<file path="src/rtl/fft_frame_ctrl.sv">
// Avalon-ST sink-side frame generator for the FFT core: sop/eop/valid framing,
// backpressure-safe read index, burst/continuous runs and optional inter-frame gap.
module fft_frame_ctrl #(
   parameter int MAX_LOG2N = 10,
   parameter int GAP       = 0
) (
   input  logic                 clk,
   input  logic                 reset,
   input  logic                 start,
   input  logic [3:0]           cfg_log2n,
   input  logic                 cfg_inverse,
   input  logic [7:0]           cfg_frames,
   input  logic                 stop,
   input  logic                 sink_ready,
   output logic                 sink_valid,
   output logic                 sink_sop,
   output logic                 sink_eop,
   output logic                 sink_inverse,
   output logic [MAX_LOG2N-1:0] rd_addr,
   output logic                 busy,
   output logic                 frame_done,
   output logic [7:0]           frame_cnt,
   output logic                 cfg_err
);

   localparam int AW = MAX_LOG2N;
   localparam int GW = (GAP > 1) ? $clog2(GAP) : 1;
   localparam logic [GW-1:0] GAP_LAST  = GW'((GAP > 0) ? (GAP - 1) : 0);
   localparam logic [3:0]    LOG2N_MAX = 4'(MAX_LOG2N);

   typedef enum logic [1:0] {S_IDLE, S_STREAM, S_GAP} state_t;

   state_t          state, state_nxt;
   logic [3:0]      log2n_q, log2n_nxt;
   logic [7:0]      frames_q, frames_nxt;
   logic            stop_pend, stop_pend_nxt;
   logic [GW-1:0]   gap_cnt, gap_cnt_nxt;
   logic            valid_nxt, sop_nxt, eop_nxt, inv_nxt, busy_nxt;
   logic            done_nxt, err_nxt;
   logic [AW-1:0]   addr_nxt, addr_inc, last_idx;
   logic [7:0]      cnt_nxt, cnt_inc;
   logic            xfer, cfg_legal, run_over;

   assign xfer      = sink_valid & sink_ready;
   assign cfg_legal = (cfg_log2n >= 4'd3) && (cfg_log2n <= LOG2N_MAX);
   assign last_idx  = {AW{1'b1}} >> (LOG2N_MAX - log2n_q);
   assign addr_inc  = rd_addr + 1'b1;
   assign cnt_inc   = frame_cnt + 8'd1;
   // A stop arriving together with the final beat still ends the run after that frame.
   assign run_over  = stop_pend | stop | ((frames_q != 8'd0) && (cnt_inc == frames_q));

   always_ff @(posedge clk or negedge reset) begin
      if (!reset) begin
         state        <= S_IDLE;
         log2n_q      <= 4'd0;
         frames_q     <= 8'd0;
         stop_pend    <= 1'b0;
         gap_cnt      <= '0;
         sink_valid   <= 1'b0;
         sink_sop     <= 1'b0;
         sink_eop     <= 1'b0;
         sink_inverse <= 1'b0;
         rd_addr      <= '0;
         busy         <= 1'b0;
         frame_done   <= 1'b0;
         frame_cnt    <= 8'd0;
         cfg_err      <= 1'b0;
      end else begin
         state        <= state_nxt;
         log2n_q      <= log2n_nxt;
         frames_q     <= frames_nxt;
         stop_pend    <= stop_pend_nxt;
         gap_cnt      <= gap_cnt_nxt;
         sink_valid   <= valid_nxt;
         sink_sop     <= sop_nxt;
         sink_eop     <= eop_nxt;
         sink_inverse <= inv_nxt;
         rd_addr      <= addr_nxt;
         busy         <= busy_nxt;
         frame_done   <= done_nxt;
         frame_cnt    <= cnt_nxt;
         cfg_err      <= err_nxt;
      end
   end

   always_comb begin
      state_nxt     = state;
      log2n_nxt     = log2n_q;
      frames_nxt    = frames_q;
      stop_pend_nxt = stop_pend;
      gap_cnt_nxt   = gap_cnt;
      valid_nxt     = sink_valid;
      sop_nxt       = sink_sop;
      eop_nxt       = sink_eop;
      inv_nxt       = sink_inverse;
      addr_nxt      = rd_addr;
      busy_nxt      = busy;
      done_nxt      = 1'b0;
      cnt_nxt       = frame_cnt;
      err_nxt       = 1'b0;

      case (state)
         S_IDLE: begin
            if (start) begin
               if (cfg_legal) begin
                  state_nxt     = S_STREAM;
                  log2n_nxt     = cfg_log2n;
                  frames_nxt    = cfg_frames;
                  inv_nxt       = cfg_inverse;
                  stop_pend_nxt = 1'b0;
                  cnt_nxt       = 8'd0;
                  addr_nxt      = '0;
                  valid_nxt     = 1'b1;
                  sop_nxt       = 1'b1;
                  eop_nxt       = 1'b0;
                  busy_nxt      = 1'b1;
               end else begin
                  err_nxt = 1'b1;
               end
            end
         end

         S_STREAM: begin
            if (stop)
               stop_pend_nxt = 1'b1;
            if (xfer) begin
               if (sink_eop) begin
                  done_nxt = 1'b1;
                  cnt_nxt  = cnt_inc;
                  addr_nxt = '0;
                  eop_nxt  = 1'b0;
                  if (run_over) begin
                     state_nxt     = S_IDLE;
                     valid_nxt     = 1'b0;
                     sop_nxt       = 1'b0;
                     busy_nxt      = 1'b0;
                     stop_pend_nxt = 1'b0;
                  end else if (GAP > 0) begin
                     state_nxt   = S_GAP;
                     valid_nxt   = 1'b0;
                     sop_nxt     = 1'b0;
                     gap_cnt_nxt = '0;
                  end else begin
                     sop_nxt = 1'b1;
                  end
               end else begin
                  addr_nxt = addr_inc;
                  sop_nxt  = 1'b0;
                  eop_nxt  = (addr_inc == last_idx);
               end
            end
         end

         S_GAP: begin
            if (stop)
               stop_pend_nxt = 1'b1;
            if (gap_cnt == GAP_LAST) begin
               // A stop seen during the gap ends the run instead of opening a new frame.
               if (stop_pend | stop) begin
                  state_nxt     = S_IDLE;
                  busy_nxt      = 1'b0;
                  stop_pend_nxt = 1'b0;
               end else begin
                  state_nxt = S_STREAM;
                  valid_nxt = 1'b1;
                  sop_nxt   = 1'b1;
                  addr_nxt  = '0;
               end
            end else begin
               gap_cnt_nxt = gap_cnt + 1'b1;
            end
         end

         default: state_nxt = S_IDLE;
      endcase
   end

endmodule

</file>
<file path="config.mk">
export PLATFORM = sky130hd
export DESIGN_NAME = fft_frame_ctrl
export DESIGN_NICKNAME = d
export VERILOG_FILES = /design/src/rtl/fft_frame_ctrl.sv
export SDC_FILE = /design/constraint.sdc
export NUM_CORES = 1
export LEC_CHECK = 0
export BUFFER_PORTS_ARGS = -buffer_cell sky130_fd_sc_hd__buf_2
export CORE_AREA = 2 2 69 71
export DETAILED_ROUTE_END_ITERATION = 6
export DIE_AREA = 0 0 71 73
export GPL_TIMING_DRIVEN = 0
export PLACE_DENSITY = 0.91
export SLEW_MARGIN = 40
export SYNTH_ARGS = -nofsm -noshare
export SYNTH_HDL_FRONTEND = slang
export SYNTH_SLANG_ARGS = --single-unit
</file>
<file path="constraint.sdc">
create_clock -name clk -period 3.15 [get_ports clk]
set_clock_uncertainty 0.15 [all_clocks]
set_input_delay 0.63 -clock clk [delete_from_list [all_inputs] [get_ports clk]]
set_output_delay 0.63 -clock clk [all_outputs]
set_load 0.05 [all_outputs]
</file>
[Word level (Yosys, flattened, before mapping)]
Index checks and enable logic that the tools add are counted.
Widths: inputs -> output; s select.
Operators by class
  muxes and demuxes: 54
  reduce and logical (&&, ||, !) cells: 14
  $lt $le $gt $ge: 2
  $add $sub $neg: 4
  eq/ne operators: 12
  shift-type cells: 1
  bitwise gates (word level): 3
Operators by type and width (count)
  $mux 10: 6
  $mux 8: 4
  $mux 1: 30
  $pmux 10 s3: 1
  $ne 2x2->1 const B: 8
  $pmux 8 s2: 1
  $reduce_and 8->1: 2
  $mux 2: 6
  $pmux 1 s3: 4
  $reduce_and 6->1: 2
  $add 10x1->10 const B: 1
  $eq 10x10->1: 1
  $shr 10x4->10 const A: 1
  $add 8x1->8 const B: 1
  $eq 8x8->1: 1
  $reduce_bool 8->1: 1
  $pmux 2 s3: 1
  $reduce_and 3->1: 2
  $reduce_and 5->1: 1
  $ge 4x2->1 const B: 1
  $le 4x4->1 const B: 1
  $reduce_and 4->1: 1
  $sub 4x4->4 const A: 1
  $reduce_bool 3->1: 1
  9 further kinds: 11
Word-level totals
  output and inout bits: 25
  input bits: 18
  word-level logic and storage cells: 104
  flip-flop bits (word level): 41

[Logic depth before layout (Yosys ltp)]
Gate-level depths: netlist of the first run.
  depth after elaboration: 8
  depth in mapped cells: 9

[Worst setup path after synthesis of the first run]
No wires, ideal clock.
  path type: register -> register
  from: register rd_addr[1]
  to: register sink_eop
  data arrival time: 2367 ps
  period minus slack after synthesis: 2591 ps
  cell stages (with the launch flop): 8
  path buffers: 0
  setup slack: 559 ps
  path through: dfrtp_1 > ha_1 > and3_4 > xor3_1 > o41ai_1 > a32oi_1 > a2111o_1 > o21ai_2
Between the ends
  cells in the longest elaborated chain, start to end: 5
RTL lines
  start, declared: RTL line 19  | output logic [MAX_LOG2N-1:0] rd_addr,
  start signal, assigned: RTL line 78  | rd_addr <= addr_nxt;
  $add 10x1->10: RTL line 47  | assign addr_inc = rd_addr + 1'b1;
  $eq 10x10->1: RTL line 149  | eop_nxt = (addr_inc == last_idx);
  $mux 1: RTL line 127  | if (sink_eop) begin
  $mux 1: RTL line 126  | if (xfer) begin
  $pmux 1 s2: RTL line 102  | case (state)
  end signal, assigned: RTL line 76  | sink_eop <= eop_nxt;
  end, declared: RTL line 17  | output logic sink_eop,
Every way passes these cells. The select of a mux whose other input is x is not followed.
A chain may end at the register's enable or synchronous reset.

[Final worst setup path of the first run]
  from: register log2n_q[1]
  to: register sink_eop
Between the ends
  cells in the longest elaborated chain, start to end: 6
RTL lines
  start, declared: RTL line 34  | logic [3:0] log2n_q, log2n_nxt;
  start signal, assigned: RTL line 70  | log2n_q <= log2n_nxt;
  $sub 4x4->4: RTL line 46  | assign last_idx = {AW{1'b1}} >> (LOG2N_MAX - log2n_q);
  $shr 10x4->10: RTL line 46
  $eq 10x10->1: RTL line 149
  $mux 1: RTL line 127
  $mux 1: RTL line 126
  $pmux 1 s2: RTL line 102
Every way passes these cells. The select of a mux whose other input is x is not followed.

==> results.py, run 1 <==
metrics = {
    "global_routing": {
        "grt_pass1_wl_um": 9920,
        "grt_pass1_vias": 2166,
        "grt_usage_pct": 23.9,
        "overflow": 0,
        "antenna_found_initial": 0,
        "grt_max_degree": 38,
    },
    "power_and_ir_drop": {
        "p_int_mw": 1.35,
        "power_density_nw_per_um2": 942,
        "p_leak_nw": 1.29,
        "switching_share_pct": 48.7,
        "seqPwrFrac_pct": 29.3,
        "p_sw_mw": 1.28,
        "clock_power_share_pct": 12.4,
        "peakVddDrop_mv": 0.462,
        "p_comb_share_pct": 58.3,
    },
    "routing": {
        "viasPerCell": 5.95,
        "num_vias": 2273,
        "drtIter0Drc": 169,
        "drc_errors": 0,
        "antenna_left": 0,
        "dr.pass1.iters": 4,
        "drt_wl_total_um": 5740,
        "wire_per_inst_um": 15.0,
    },
    "layout": {
        "final_cell_mix": "buf_2 (44), dfrtp_1 (37), o21ai_0 (33)",
        "area_growth_pct": 14.8,
        "fin_nets": 351,
        "nFillCells": 373,
        "antennaDiodeCount": 0,
        "seqCellArea_um2": 926,
        "drive_gt1_share_pct": 22.9,
        "layout_commonest_cell": "buf_2",
        "final_area_um2": 2800,
        "multiInputGateArea_um2": 1370,
    },
    "sta": {
        "fin_crit_sh_pct": 78.5,
        "final_max_slew_viol_count": 0,
        "fmax_ghz": 0.405,
        "tns_ps": 0,
        "hold_viol_final": 0,
        "min_period_ps": 2470,
        "worst_pin_slew_ps": 586,
        "rsz0062_at_grt": "false",
        "relSlewSlack_pct": 60.7,
        "setup-violations-final": 0,
    },
    "clock_tree": {
        "h-tree-depth": 2,
        "clk-insertion-delay-late_ps": 300,
        "post_cts_buffers": 0,
        "cts_buffers": 5,
        "cts_tree": "built",
        "cts_sinks": 37,
        "root_buffer": "clkbuf_8",
        "clk_path_buf_depth": 2,
        "clk_pin_slew_ps": 70,
        "cts_resized": 0,
        "cts_hold_buf": 0,
    },
    "die": {
        "die_area_um2": 5180,
        "num_rows": 25,
        "pin_count": 43,
        "fp.dieH_um": 73,
        "chipWidth_um": 71,
        "floorplan.initialDensity_pct": 53.7,
        "core_um2": 4540,
    },
    "worst_setup_path": {
        "worst-r2r-setup-slack_ps": 680,
        "arrival_ps": 2550,
        "startpoint": "log2n_q[1]$_DFFE_PN0P_",
        "reg2reg_from": "log2n_q[1]$_DFFE_PN0P_",
        "critical_path.cell_chain": "ha_1 -> inv_1 -> ha_1 -> nand2_1 -> xor3_1 -> o41ai_1 -> a32oi_1 -> a2111o_1 -> o21ai_2",
        "cpMostUsedCell": "ha_1",
        "required_ps": 3230,
        "startpoint_type": "flop",
        "cp_max_fo": 7,
        "crit_path_max_incr_delay_ps": 400,
        "critPathSlowestCell": "dfrtp_1",
        "crit_path_end_kind": "flop",
        "critPathKind": "reg -> reg",
    },
    "yosys": {
        "synthTopCellsByArea": "dfrtp_1 (38%), o21ai_0 (6.8%), mux2_2 (5.5%)",
        "synth_cell_types": 50,
        "ys.flop_type": "dfrtp_1",
        "synth_nets": 302,
        "synth_top_area_cell": "dfrtp_1",
        "syn_area_per_cell_um2": 8.76,
        "syn_area_um2": 2430,
        "ys_ff_latch": 37,
        "async_flop_share_pct": 100,
        "synth_edf_count": 0,
        "synth_cells": 278,
        "yosysWarnings": 0,
        "yosysSeqAreaShare_pct": 38.0,
        "synth_top_area_share_pct": 38.0,
    },
    "place": {
        "placed_area_um2": 2710,
        "numPortBuffers": 42,
        "dp.final_hpwl_um": 4200,
        "globalplace.congestion": 0.963,
    },
    "hold_path": {
        "holdCritPathClass": "in -> async",
    },
    "run": {
        "drv_cap": 0,
    },
    "status": {
        "status": "completed",
    },
}
[worst max-delay path, delay by kind of cell, from the launching register on]
family	cells	cell delay [ps]
flip-flops	1	400
XOR/XNOR	1	240
AO/OA/AOI/OAI	4	900
buffers and inverters	1	60
adder cells (fa/ha/maj)	2	550
AND/OR/NAND/NOR	1	110
[final timing paths]
check	endpoint	cells past startpoint
min reg2reg	sink_sop$_DFFE_PN0P_	2
min in group clk	sink_sop$_DFFE_PN0P_	2
max in group asynchronous	frame_cnt[6]$_DFFE_PN0P_	1
max reg2reg	sink_eop$_DFFE_PN0P_	9
min	rd_addr[9]$_DFFE_PN0P_	1
max	sink_eop$_DFFE_PN0P_	9
[Yosys cell counts (7+ instances only)]
| master | count |
|---|---|
| a21oi_1 | 8 |
| a22o_1 | 8 |
| clkbuf_1 | 8 |
| dfrtp_1 | 37 |
| inv_1 | 16 |
| mux2_2 | 12 |
| nand2_1 | 26 |
| nand3_1 | 11 |
| nor2_1 | 19 |
| nor3_1 | 8 |
| o21ai_0 | 33 |
| xnor2_1 | 9 |
| xor2_1 | 7 |
[registers in the layout, summed over array words and instances (netlist names)]
register and count:
busy 1, sink_inverse 1, frames_q 8, stop_pend 1, log2n_q 4, frame_done 1, sink_sop 1, cfg_err 1
sink_eop 1, rd_addr 10, frame_cnt 8
[per-stage QoR]
step / instances / total power, mW / worst slack (ps) / util (%) / hold slack [ps]
after floorplan: 278 / 1.95 / 559 / - / 184
after global placement: 374 / 2.22 / 599 / 59.8 / 311
after detailed placement: 374 / 2.29 / 550 / 59.8 / 321
after CTS: 382 / 2.62 / 676 / 61.6 / 315
after global routing: 382 / 2.83 / 527 / 61.6 / 182
final: 382 / 2.63 / 678 / 61.6 / 131
[cell families (layout without fill, tap and decap cells)]
logic type,after synthesis,count (layout),share of synthesized area (%)
and+or+nand+nor,98,98,20.5
AOI/OAI and AO/OA,76,76,20.2
DFF,37,37,38.0
buffers and inverters,32,82,5.91
xor gates and xnor gates,17,17,6.73
muxes,12,12,5.55
adders and majority gates,6,6,3.08
[power groups by stage]
stage	registers, mW	clock network (mW)	logic, mW
after global placement	0.767	0	1.45
after floorplan	0.992	0	0.958
final	0.772	0.327	1.53
after CTS	0.767	0.331	1.52
after global routing	0.793	0.348	1.69
after detailed placement	0.778	0	1.52
[per-layer routing]
layer / up-vias / routed length, um / GRT usage [%]
met1: 1088 / 2500 / 32.7
met4: 0 / 117 / 10.7
met5: - / 0 / 0
li1: 1091 / - / -
met3: 11 / 386 / 3.59
met2: 83 / 2740 / 37.8
[cell type report]
type	instances	share of cell area [%]
buffer	16	3.00
clock buffer	8	2.86
inverter	16	2.15
multi-input combinational	209	48.8
sequential	37	33.1
tap	54	2.42
timing repair buffer	42	7.61
(Power assumes the default switching activity.)
==> run 2: changes to the inputs <==
==> constraint.sdc (replaced) <==
create_clock -name clk -period 2.5 [get_ports clk]
set_clock_uncertainty 0.15 [all_clocks]
set_input_delay 0.5 -clock clk [delete_from_list [all_inputs] [get_ports clk]]
set_output_delay 0.5 -clock clk [all_outputs]
set_load 0.05 [all_outputs]
==> results.py, run 2 (synthesis results as in run 1) <==
metrics = {
    "sta": {
        "setup_ws_ps": 139,
        "fmax_ghz": 0.424,
        "worst_pin_slew_ps": 693,
        "relSlewSlack_pct": 53.5,
        "rsz0062_at_grt": "false",
        "hold_viol_final": 0,
        "final_max_slew_viol_count": 0,
        "fin_crit_sh_pct": 94.4,
        "min_period_ps": 2360,
        "tns_ps": 0,
        "setup-violations-final": 0,
    },
    "clock_tree": {
        "cts_resized": 0,
        "h-tree-depth": 2,
        "cts_hold_buf": 0,
        "clk-insertion-delay-late_ps": 300,
        "cts_tree": "built",
        "root_buffer": "clkbuf_8",
        "post_cts_buffers": 0,
        "cts_buffers": 5,
        "clk_path_buf_depth": 2,
        "clk_pin_slew_ps": 80,
        "cts_sinks": 37,
    },
    "worst_setup_path": {
        "path_buf_inv": 1,
        "arrival_ps": 2360,
        "critical_path.cell_chain": "clkbuf_1 -> nand4_1 -> or3_1 -> nor3_1 -> a31oi_1 -> a211oi_1 -> o211ai_1",
        "required_ps": 2500,
        "critPathSlowestCell": "or3_1",
        "startpoint_type": "flop",
        "reg2reg_depth": 7,
        "crit_path_max_incr_delay_ps": 420,
        "crit_path_end_kind": "flop",
        "critical-path-top-delay-family": "simple AND/OR/NAND/NOR gates",
        "critPathKind": "reg -> reg",
        "cp_max_fo": 9,
        "cp_num_cells": 7,
    },
    "routing": {
        "wire_per_inst_um": 15.5,
        "antenna_left": 0,
        "drc_errors": 0,
        "dr.pass1.iters": 5,
        "viasPerCell": 6.12,
        "num_vias": 2336,
        "drt_wl_total_um": 5930,
        "drtIter0Drc": 273,
    },
    "layout": {
        "layout_commonest_cell": "buf_2",
        "fin_nets": 351,
        "area_growth_pct": 16.8,
        "final_area_um2": 2840,
        "final_cell_mix": "buf_2 (44), dfrtp_1 (35), o21ai_0 (33)",
        "antennaDiodeCount": 0,
        "largest_reg_flops": 10,
        "drive_gt1_share_pct": 25.6,
        "regMostFlops": "rd_addr",
        "biggestRegsByFlops": "rd_addr: 10 flops, frame_cnt: 8 flops, frames_q: 8 flops",
    },
    "global_routing": {
        "overflow": 0,
        "grt_usage_pct": 24.1,
        "grt_pass1_vias": 2151,
        "grt_pass1_wl_um": 9870,
        "antenna_found_initial": 0,
        "grt_max_degree": 38,
    },
    "place": {
        "globalplace.congestion": 0.961,
        "placed_area_um2": 2720,
        "numPortBuffers": 42,
        "dp.final_hpwl_um": 4270,
        "post-place-ws_ps": 27.5,
    },
    "status": {
        "status": "completed",
    },
    "die": {
        "floorplan.initialDensity_pct": 53.7,
        "chipWidth_um": 71,
        "core_um2": 4540,
        "num_rows": 25,
        "pin_count": 43,
        "die_area_um2": 5180,
        "fp.dieH_um": 73,
    },
    "power_and_ir_drop": {
        "p_leak_nw": 1.30,
        "p_total_mw": 3.46,
        "peakVddDrop_mv": 0.619,
        "power_density_nw_per_um2": 1220,
    },
    "hold_path": {
        "holdCritPathClass": "in -> async",
    },
    "run": {
        "drv_cap": 0,
    },
}
-- run 2: worst reg2reg max path: stages (launching register included) --
cell and delay, ps:
dfrtp_1 340, clkbuf_1 290, nand4_1 240, or3_1 420, nor3_1 210, a31oi_1 70
a211oi_1 360, o211ai_1 140
-- run 2: metrics by stage --
step,cells,utilization [%],hold slack (ps)
CTS,382,62.1,173
global route,382,62.7,39.8
floorplan,278,-,54.4
global placement,374,59.9,336
detailed placement,374,59.9,348
finish,382,62.7,7.00
-- run 2: cell type report --
cell class,count,area [um^2]
timing repair buffer,42,213
sequential,37,928
clock buffer,7,96.3
multi-input combinational,209,1390
clock inverter,1,5.00
tap,54,67.6
buffer,16,83.8
inverter,16,60.1
fill,364,1690
-- run 2: where the power goes --
group          internal (mW)  leakage (nW)  switching, mW
Combinational          0.753         0.788           1.25
Clock                  0.249        0.0542          0.227
Sequential             0.790         0.456          0.192
Total                   1.79          1.30           1.67
-- run 2: routing by layer --
metal | vias up | share of wire (%) | global-route usage, %
met2 | 124 | 49 | 39.4
li1 | 1092 | - | -
met1 | 1098 | 41 | 32.0
met4 | 0 | 2.3 | 9.01
met3 | 22 | 7.6 | 4.70
met5 | - | 0 | 0
-- run 2: final timing paths --
| path | from | to | slack (ps) |
|---|---|---|---|
| max reg2reg | frame_cnt[2]$_DFFE_PN0P_ | busy$_DFFE_PN0P_ | 140 |
| max | frame_cnt[2]$_DFFE_PN0P_ | busy$_DFFE_PN0P_ | 140 |
| min | reset | log2n_q[3]$_DFFE_PN0P_ | 7 |
| max in group asynchronous | reset | rd_addr[1]$_DFFE_PN0P_ | 1850 |
| min reg2reg | sink_inverse$_DFFE_PN0P_ | sink_inverse$_DFFE_PN0P_ | 370 |
| min in group clk | cfg_frames[0] | frames_q[0]$_DFFE_PN0P_ | 280 |
